[src/rtl/alu_pkg.sv]
// Shared ALU definitions: shift/rotate mode encodings and the sequencer state type.
package alu_pkg;

  typedef enum logic [2:0] {
    MODE_SRL  = 3'b000,
    MODE_SLL  = 3'b001,
    MODE_SRA  = 3'b010,
    MODE_ROR  = 3'b011,
    MODE_ROL  = 3'b100,
    MODE_RCR  = 3'b101,
    MODE_RCL  = 3'b110,
    MODE_RSVD = 3'b111
  } mode_t;

  typedef enum logic [1:0] {
    IDLE  = 2'd0,
    SHIFT = 2'd1,
    DONE  = 2'd2
  } state_t;

endpackage

[src/rtl/rot_shift_step.sv]
// One iteration of the rotate/shift unit: moves {carry,data} by k (0..STEP) bits for the given mode.
module rot_shift_step
  import alu_pkg::*;
#(
  parameter int WIDTH = 32,
  parameter int STEP  = 1,
  parameter int K_W   = $clog2(STEP) + 1
) (
  input  logic [WIDTH-1:0] data,
  input  logic             carry,
  input  logic             sign,
  input  mode_t            mode,
  input  logic [K_W-1:0]   k,
  output logic [WIDTH-1:0] data_next,
  output logic             carry_next
);

  int               kk;
  logic [WIDTH:0]   lo;
  logic [WIDTH:0]   hi;
  logic [WIDTH:0]   ring;
  logic [WIDTH:0]   rr;

  always_comb begin
    kk         = int'(k);
    // lo[0] / hi[WIDTH] hold the last bit pushed out on the right / left
    lo         = {data, carry} >> kk;
    hi         = {carry, data} << kk;
    ring       = {carry, data};
    rr         = ring;
    data_next  = data;
    carry_next = carry;
    if (kk != 0) begin
      case (mode)
        MODE_SRL: begin
          data_next  = lo[WIDTH:1];
          carry_next = lo[0];
        end
        MODE_SLL: begin
          data_next  = hi[WIDTH-1:0];
          carry_next = hi[WIDTH];
        end
        MODE_SRA: begin
          data_next  = lo[WIDTH:1] | (~({WIDTH{1'b1}} >> kk) & {WIDTH{sign}});
          carry_next = lo[0];
        end
        MODE_ROR: begin
          data_next  = (data >> kk) | (data << (WIDTH - kk));
          carry_next = data_next[WIDTH-1];
        end
        MODE_ROL: begin
          data_next  = (data << kk) | (data >> (WIDTH - kk));
          carry_next = data_next[0];
        end
        MODE_RCR: begin
          rr                      = (ring >> kk) | (ring << (WIDTH + 1 - kk));
          {carry_next, data_next} = rr;
        end
        MODE_RCL: begin
          rr                      = (ring << kk) | (ring >> (WIDTH + 1 - kk));
          {carry_next, data_next} = rr;
        end
        default: begin
          data_next  = data;
          carry_next = carry;
        end
      endcase
    end
  end

endmodule

[src/rtl/rot_shift_seq.sv]
// Iterative multi-cycle rotate/shift unit with valid/ready on both sides; shifts up to STEP bits per cycle.
module rot_shift_seq
  import alu_pkg::*;
#(
  parameter int WIDTH = 32,
  parameter int STEP  = 1,
  parameter int AMT_W = $clog2(WIDTH)
) (
  input  logic             clk,
  input  logic             rst_n,
  input  logic             in_valid,
  output logic             in_ready,
  input  logic [WIDTH-1:0] in_a,
  input  logic [AMT_W-1:0] in_amt,
  input  logic [2:0]       in_mode,
  input  logic             in_carry,
  output logic             out_valid,
  input  logic             out_ready,
  output logic [WIDTH-1:0] out_data,
  output logic             out_carry
);

  localparam int K_W = $clog2(STEP) + 1;

  state_t           state;
  logic [WIDTH-1:0] work;
  logic             carry_r;
  logic             sign_r;
  mode_t            mode_r;
  logic [AMT_W-1:0] remaining;
  logic [K_W-1:0]   k;
  logic [WIDTH-1:0] step_data;
  logic             step_carry;

  // k = min(STEP, remaining); the narrowing cast only happens when remaining < STEP
  always_comb begin
    k = (remaining >= AMT_W'(STEP)) ? K_W'(STEP) : K_W'(remaining);
  end

  rot_shift_step #(
    .WIDTH(WIDTH),
    .STEP (STEP),
    .K_W  (K_W)
  ) u_step (
    .data      (work),
    .carry     (carry_r),
    .sign      (sign_r),
    .mode      (mode_r),
    .k         (k),
    .data_next (step_data),
    .carry_next(step_carry)
  );

  always_ff @(posedge clk or negedge rst_n) begin
    if (!rst_n) begin
      state     <= IDLE;
      in_ready  <= 1'b1;
      out_valid <= 1'b0;
      work      <= '0;
      carry_r   <= 1'b0;
      sign_r    <= 1'b0;
      mode_r    <= MODE_SRL;
      remaining <= '0;
    end else begin
      case (state)
        IDLE: begin
          if (in_valid && in_ready) begin
            work      <= in_a;
            carry_r   <= in_carry;
            sign_r    <= in_a[WIDTH-1];
            mode_r    <= mode_t'(in_mode);
            remaining <= in_amt;
            in_ready  <= 1'b0;
            if (in_amt != '0 && mode_t'(in_mode) != MODE_RSVD) begin
              state <= SHIFT;
            end else begin
              state     <= DONE;
              out_valid <= 1'b1;
            end
          end
        end
        SHIFT: begin
          work      <= step_data;
          carry_r   <= step_carry;
          remaining <= remaining - AMT_W'(k);
          if (remaining == AMT_W'(k)) begin
            state     <= DONE;
            out_valid <= 1'b1;
          end
        end
        DONE: begin
          if (out_ready) begin
            state     <= IDLE;
            out_valid <= 1'b0;
            in_ready  <= 1'b1;
          end
        end
        default: begin
          state     <= IDLE;
          out_valid <= 1'b0;
          in_ready  <= 1'b1;
        end
      endcase
    end
  end

  assign out_data  = work;
  assign out_carry = carry_r;

endmodule

[config.mk]
export PLATFORM = sky130hd
export DESIGN_NAME = rot_shift_seq
export DESIGN_NICKNAME = d
export VERILOG_FILES = /design/src/rtl/alu_pkg.sv /design/src/rtl/rot_shift_step.sv /design/src/rtl/rot_shift_seq.sv
export SDC_FILE = /design/constraint.sdc
export NUM_CORES = 1
export LEC_CHECK = 0
export CORE_MARGIN = 1.5
export CORE_UTILIZATION = 45
export CTS_CLUSTER_DIAMETER = 30
export DETAILED_ROUTE_END_ITERATION = 10
export GPL_TIMING_DRIVEN = 1
export PLACE_DENSITY_LB_ADDON = 0.3
export SLEW_MARGIN = 20
export SYNTH_ARGS = -nofsm -noshare
export SYNTH_HDL_FRONTEND = slang
export SYNTH_SLANG_ARGS = --single-unit
[constraint.sdc]
create_clock -name clk -period 1.85 [get_ports clk]
set_clock_uncertainty 0.05 [all_clocks]
set_input_delay 0.37 -clock clk [delete_from_list [all_inputs] [get_ports clk]]
set_output_delay 0.37 -clock clk [all_outputs]
set_load 0.01 [all_outputs]
### Yosys cells after proc, flatten, opt, wreduce, memory -nomap -nowiden

Index checks and enable logic that the tools add are counted.

| operators by class | value |
|---|---|
| equality and inequality tests | 17 |
| muxes and demuxes | 24 |
| shifts and indexed selects | 10 |
| reductions and logical operators | 14 |
| divide/modulo/power cells | 0 |
| magnitude comparators | 1 |
| multiply operators | 0 |
| add/sub/neg operators | 3 |
| bitwise gates (word level) | 8 |

Operators with widths:

| operator | number |
|---|---|
| 32-bit one-hot mux with 7 select lines | 1 |
| 32-bit bitwise OR | 3 |
| 33-bit bitwise OR | 2 |
| 33-bit by 1-bit >> shifter with 33-bit output | 2 |
| 32-bit two-way mux | 2 |
| 32-bit one-hot mux with 2 select lines | 1 |
| 33-bit by 1-bit left shift with 33-bit output | 1 |
| 33-bit by 32-bit left shift with 33-bit output | 1 |
| 33-bit by 32-bit >> shifter with 33-bit output | 1 |
| 32-bit bitwise AND | 1 |
| 32-bit NOT | 1 |
| 32-bit by 1-bit left shift with 32-bit output | 1 |
| 32-bit by 32-bit left shift with 32-bit output | 1 |
| 32-bit by 1-bit >> shifter with 32-bit output | 1 |
| 32-bit by 1-bit >> shifter with 32-bit output (first input constant) | 1 |
| 32-bit by 32-bit >> shifter with 32-bit output | 1 |
| 6-bit by 1-bit subtractor with 7-bit output (first input constant) | 2 |
| 4-bit AND reduction | 3 |
| 2-bit != test (second input constant) | 5 |
| 5-bit one-hot mux with 2 select lines | 1 |
| 3-bit equality test (second input constant) | 3 |
| 1-bit two-way mux | 9 |
| 2-bit two-way mux | 4 |
| 8-bit by 1-bit != test with 1-bit output (second input constant) | 1 |
| other kinds (23) | 28 |

| word-level totals | value |
|---|---|
| bits in latches | 0 |
| input bits | 45 |
| register bits | 46 |
| memory bits (writable) | 0 |
| output and inout bits | 35 |
| bits in read-only memories | 0 |
| memories kept | 0 |

### Depth between registers and ports, before layout

| depth | value |
|---|---|
| depth in word-level cells | 9 |
| depth in mapped cells | 9 |
| depth with buffers taken out | 9 |

### Hierarchy

A second synthesis with hierarchy kept.

| second synthesis, totals | value |
|---|---|
| cells, all modules | 338 |
| area, all modules | 2,999.1 µm² |

Modules (own cells, without submodules):

| module | sequential area each (µm²) | area each (µm²) | cells each | instances |
|---|---|---|---|---|
| rot_shift_seq | 1,152.4 | 2,208.4 | 207 | 1 |
| rot_shift_step | 0.0 | 790.8 | 131 | 1 |

### Least setup slack after synthesis

OpenSTA, ideal clock, no wires.

| timing | value |
|---|---|
| path type | reg2reg |
| start | reg mode_r[0] |
| end | reg work[12], in the netlist out_data[12] |
| period minus slack after synthesis | 1.678 ns |
| cell stages (with the launch flop) | 8 |
| data arrival time | 1.506 ns |
| slack | 0.172 ns |
| library setup time | 0.122 ns |
| path through | dfrtp_1 buf_6 nor2b_4 a21oi_4 buf_12 mux2_4 o22ai_1 o21ai_1 |

| on the way | value |
|---|---|
| longest elaborated chain between the ends | 4 |
| elaborated cells on any way between the ends | 12 |

Ends and longest elaborated chain:

| what | RTL line | RTL |
|---|---|---|
| from (decl) | rot_shift_seq.sv:29 | `mode_t mode_r;` |
| from (signal assigned) | rot_shift_seq.sv:71 | `mode_r <= mode_t'(in_mode);` |
| 3-bit equality test (tied with other cells) | rot_shift_step.sv:34 | `case (mode)` |
| 32-bit one-hot mux with 7 select lines | rot_shift_step.sv:34 |  |
| 32-bit two-way mux | rot_shift_step.sv:33 | `if (kk != 0) begin` |
| 32-bit one-hot mux with 2 select lines | rot_shift_seq.sv:65 | `case (state)` |
| to (signal assigned) | rot_shift_seq.sv:68 | `work <= in_a;` |
| to (signal assigned) | rot_shift_seq.sv:83 | `work <= step_data;` |
| to (decl) | rot_shift_seq.sv:26 | `logic [WIDTH-1:0] work;` |

Parallel ways exist; a longest one is shown, timed or not. The select of a mux whose other input is x is not followed.
A chain may end at the register's enable or synchronous reset.

### Worst setup path after layout

| timing | value |
|---|---|
| start | reg remaining[2] |
| end | reg work[31], in the netlist out_data[31] |

| on the way | value |
|---|---|
| longest elaborated chain between the ends | 9 |
| elaborated cells on any way between the ends | 26 |

Ends and longest elaborated chain:

| what | RTL line | RTL |
|---|---|---|
| from (decl) | rot_shift_seq.sv:30 | `logic [AMT_W-1:0] remaining;` |
| from (signal assigned) | rot_shift_seq.sv:72 | `remaining <= in_amt;` |
| from (signal assigned) | rot_shift_seq.sv:85 | `remaining <= remaining - AMT_W'(k);` |
| 5-bit by 1-bit >= comparator with 1-bit output (*) | rot_shift_seq.sv:37 | `k = (remaining >= AMT_W'(STEP)) ? K_W'(STEP) : K_W'(remaining);` |
| 1-bit two-way mux (*) | rot_shift_seq.sv:37 |  |
| parallel branches: the longest is 7 deep, another holds 6-bit by 1-bit subtractor with 7-bit output | -- |  |

Every way passes the cells marked *. The select of a mux whose other input is x is not followed.

==> qor.txt <==
Final Power - 0.00194 W
Global-route wire length before repair - 11.4 mm
Most frequent cells in the layout - 77 x clkdlybuf4s50_1, 43 x dfrtp_1, 41 x nand2_1, 30 x mux2_4, 26 x o22ai_2
Final HPWL DP - 5.04 mm
Period utilization - 0.967
Worst Hold Class - reg2reg
Initial core utilization - 0.461
Die Y - 86.2 µm
Met3 wire len - 317 µm
Detail Route Antenna Nets - 0
CTS Root Buffer Type - clkbuf_8
PwrDens - 469 mW/mm²
Area growth from synthesis to layout - 32.6%
Core Area - 0.00676 mm²
Number of synthesized flops with an enable pin - 0
Row count - 30
Syn_area_per_cell - 11.2 µm²
Crit path time final - 1.79 ns
Crit path max-delay family - simple AND/OR/NAND/NOR gates
Initial antenna violation count - 0
Clock-pin slew on the worst setup and hold paths - 0.09 ns
CP startpoint - remaining[2]$_DFFE_PN0P_
Final routed DRC violation total - 0
M1 WL - 3.35 mm
Largest family of logic cells by synthesized area - compound AO/OA/AOI/OAI gates
Number of synthesized register bits - 46
Post-synthesis simple-gate area fraction - 0.116
DR iter-0 viols - 77
Critical path buffers and inverters - 0
Worst slew pin tran - 0.513 ns
Vias per std cell - 5.50
DR top layer - met4
Hold Violations, Final - 0
Relative slew slack - 0.658
Insertion delay of the later-clocked pin in the worst-skew pair - 0.30 ns
Gpl congestion - 0.776
Layout cell share with drive strength beyond 1 - 0.334
Worst Hold Launch - out_valid$_DFFE_PN0P_
Chip Width - 86.2 µm
CTS tree - built
F_max - 559 MHz
Unrepaired setup endpoints after global routing - true
Detailed Routing Iterations Pass 1 - 4
Clk sinks - 46
DR vias - 2433
Setup TNS - 0 ns
Synth Net Count - 325
Gate Count Post-Synth - 278
Largest net degree at the start of global routing - 51
Die ar. - 0.00743 mm²
Setup bufs post-CTS - 0
CP cell instances - nor3_4 -> and2_1 -> mux2_2 -> o311ai_2 -> nand3_1
Slew Viols, Final - 0
Critical path data required time - 1.97 ns
Crit Reg-Reg Startpoint - remaining[2]$_DFFE_PN0P_
Post-synth design cell area - 0.00312 mm²
Clk buf depth - 2
Number of fill cells - 583
Commonest non-fill, non-tap cell in the layout - clkdlybuf4s50_1
Critical Path Start Type - flop
Top FF cell, synth - dfrtp_1
Met2 routed WL - 3.17 mm
Post-synthesis sequential area ratio - 0.370
Leakage power - 1.70 nW
Final Setup Violations - 0
Multiplexer area fraction after synthesis - 0.172
Status - finished, final reports clean
Critical Path AT - 1.91 ns
# IOs - 80
Max Cap Viol - 0
IO buf count - 79
Count of cell types in the netlist - 48
Slowest cell on the critical path - dfrtp_2
Antenna diodes - 0
Detailed Route WL - 6.91 mm
Inserted Clock Buffers - 5
CP max FO - 6
Synth Area in Adders - 0.00803
CP Capture Type - flop
Final core utilization - 0.612
Htree depth - 2
Global route total overflow - 0
Synth Area in Compound Gates - 0.256
Synth Area in XOR/XNOR - 0.00281
Total track usage - 0.194
Asr flop ratio synth - 1.00
Vias in the first global route - 2361
Synth warn - 0
Worst vdd rail ir drop - 0.255 mV
NumNets Final - 408
CP peak stage delay - 0.46 ns
Drt wl/cell - 15.6 µm
CP Class - reg2reg
-- final cells by class --
| class | instances | area (µm²) | share of cell area |
|---|---|---|---|
| inverter | 6 | 22.5 | 0.00545 |
| multi-input combinational | 205 | 1760 | 0.426 |
| clock inverter | 3 | 40.0 | 0.00969 |
| sequential | 46 | 1150 | 0.279 |
| tap | 80 | 100 | 0.0242 |
| clock buffer | 5 | 68.8 | 0.0167 |
| timing repair buffer | 97 | 985 | 0.238 |
-- state kept, by name, indices dropped and copies added (netlist names) --
signal and flops:
out_valid 1, state 2, sign_r 1, mode_r 3
out_data 32, remaining 5, in_ready 1, out_carry 1
-- Yosys cell counts (2+ instances only) --
cell / instances / share of area
o21ai_2: 18 / 0.051
nor2_1: 7 / 0.0084
o21ai_0: 7 / 0.011
nor3_1: 6 / 0.0096
buf_2: 6 / 0.0096
ha_1: 2 / 0.0080
buf_4: 4 / 0.0096
o211ai_1: 2 / 0.0048
a22oi_1: 3 / 0.0072
o21ai_1: 13 / 0.021
o22ai_2: 26 / 0.10
nor2b_1: 4 / 0.0080
mux2i_1: 3 / 0.0096
nand2_1: 42 / 0.051
a21oi_1: 5 / 0.0080
buf_6: 6 / 0.022
o22ai_1: 5 / 0.010
nand2_2: 2 / 0.0040
buf_12: 4 / 0.026
o311ai_1: 2 / 0.0056
dfrtp_1: 45 / 0.36
mux2_2: 5 / 0.018
and2_1: 2 / 0.0040
inv_1: 5 / 0.0060
nor2b_4: 2 / 0.0088
mux2_4: 30 / 0.14
-- final timing paths --
check	cells after the start	endpoint	slack [ns]
setup / recovery	5	out_data[31]$_DFFE_PN0P_	0.06
hold reg to reg	2	out_valid$_DFFE_PN0P_	0.47
setup reg to reg	5	out_data[31]$_DFFE_PN0P_	0.06
min in group asynchronous	2	out_data[28]$_DFFE_PN0P_	0.52
max in group asynchronous	3	out_data[20]$_DFFE_PN0P_	0.71
hold / removal	2	out_valid$_DFFE_PN0P_	0.47
-- through the flow --
| step | worst slack [ns] | instance area [µm²] | cells | hold slack, ns |
|---|---|---|---|---|
| after CTS | 0.0161 | 4120 | 442 | 0.473 |
| after detailed placement | -0.169 | 4000 | 433 | 0.319 |
| after global routing | -0.0541 | 4130 | 442 | 0.511 |
| after floorplan | 0.172 | 3120 | 278 | 0.0244 |
| after global placement | -0.0800 | 4000 | 433 | 0.322 |
| final | 0.0609 | 4130 | 442 | 0.474 |
-- power by group --
group	switching, W	total [W]	internal [W]
Clock	0.000349	0.000747	0.000398
Sequential	0	0.00100	0.00100
Combinational	0.0000641	0.000185	0.000121
-- repair_timing --
action,4_1_cts,5_1_grt
hold buffers,1,0
pin swaps,1,4
endpoints found under the setup margin,2,4
endpoints found under the hold margin,18,0
resized for setup,2,6
-- worst min-delay path, stage by stage (launching register included) --
cell and delay (ns):
dfrtp_1 0.38, inv_1 0.05, mux2i_1 0.05
-- per-layer routing --
metal / vias to the layer above / track usage
met4: 0 / 0.0572
met1: 1160 / 0.270
met2: 69 / 0.311
li1: 1197 / -
met5: - / 0
met3: 7 / 0.0352
-- kinds of logic after synthesis --
group                    Yosys count
AO/OA/AOI/OAI                     92
AND/OR/NAND/NOR                   72
flip-flops                        46
multiplexers                      38
buffers and inverters             27
adder cells (fa/ha/maj)            2
XOR/XNOR                           1
No activity file was read; power rests on OpenSTA's default activity.
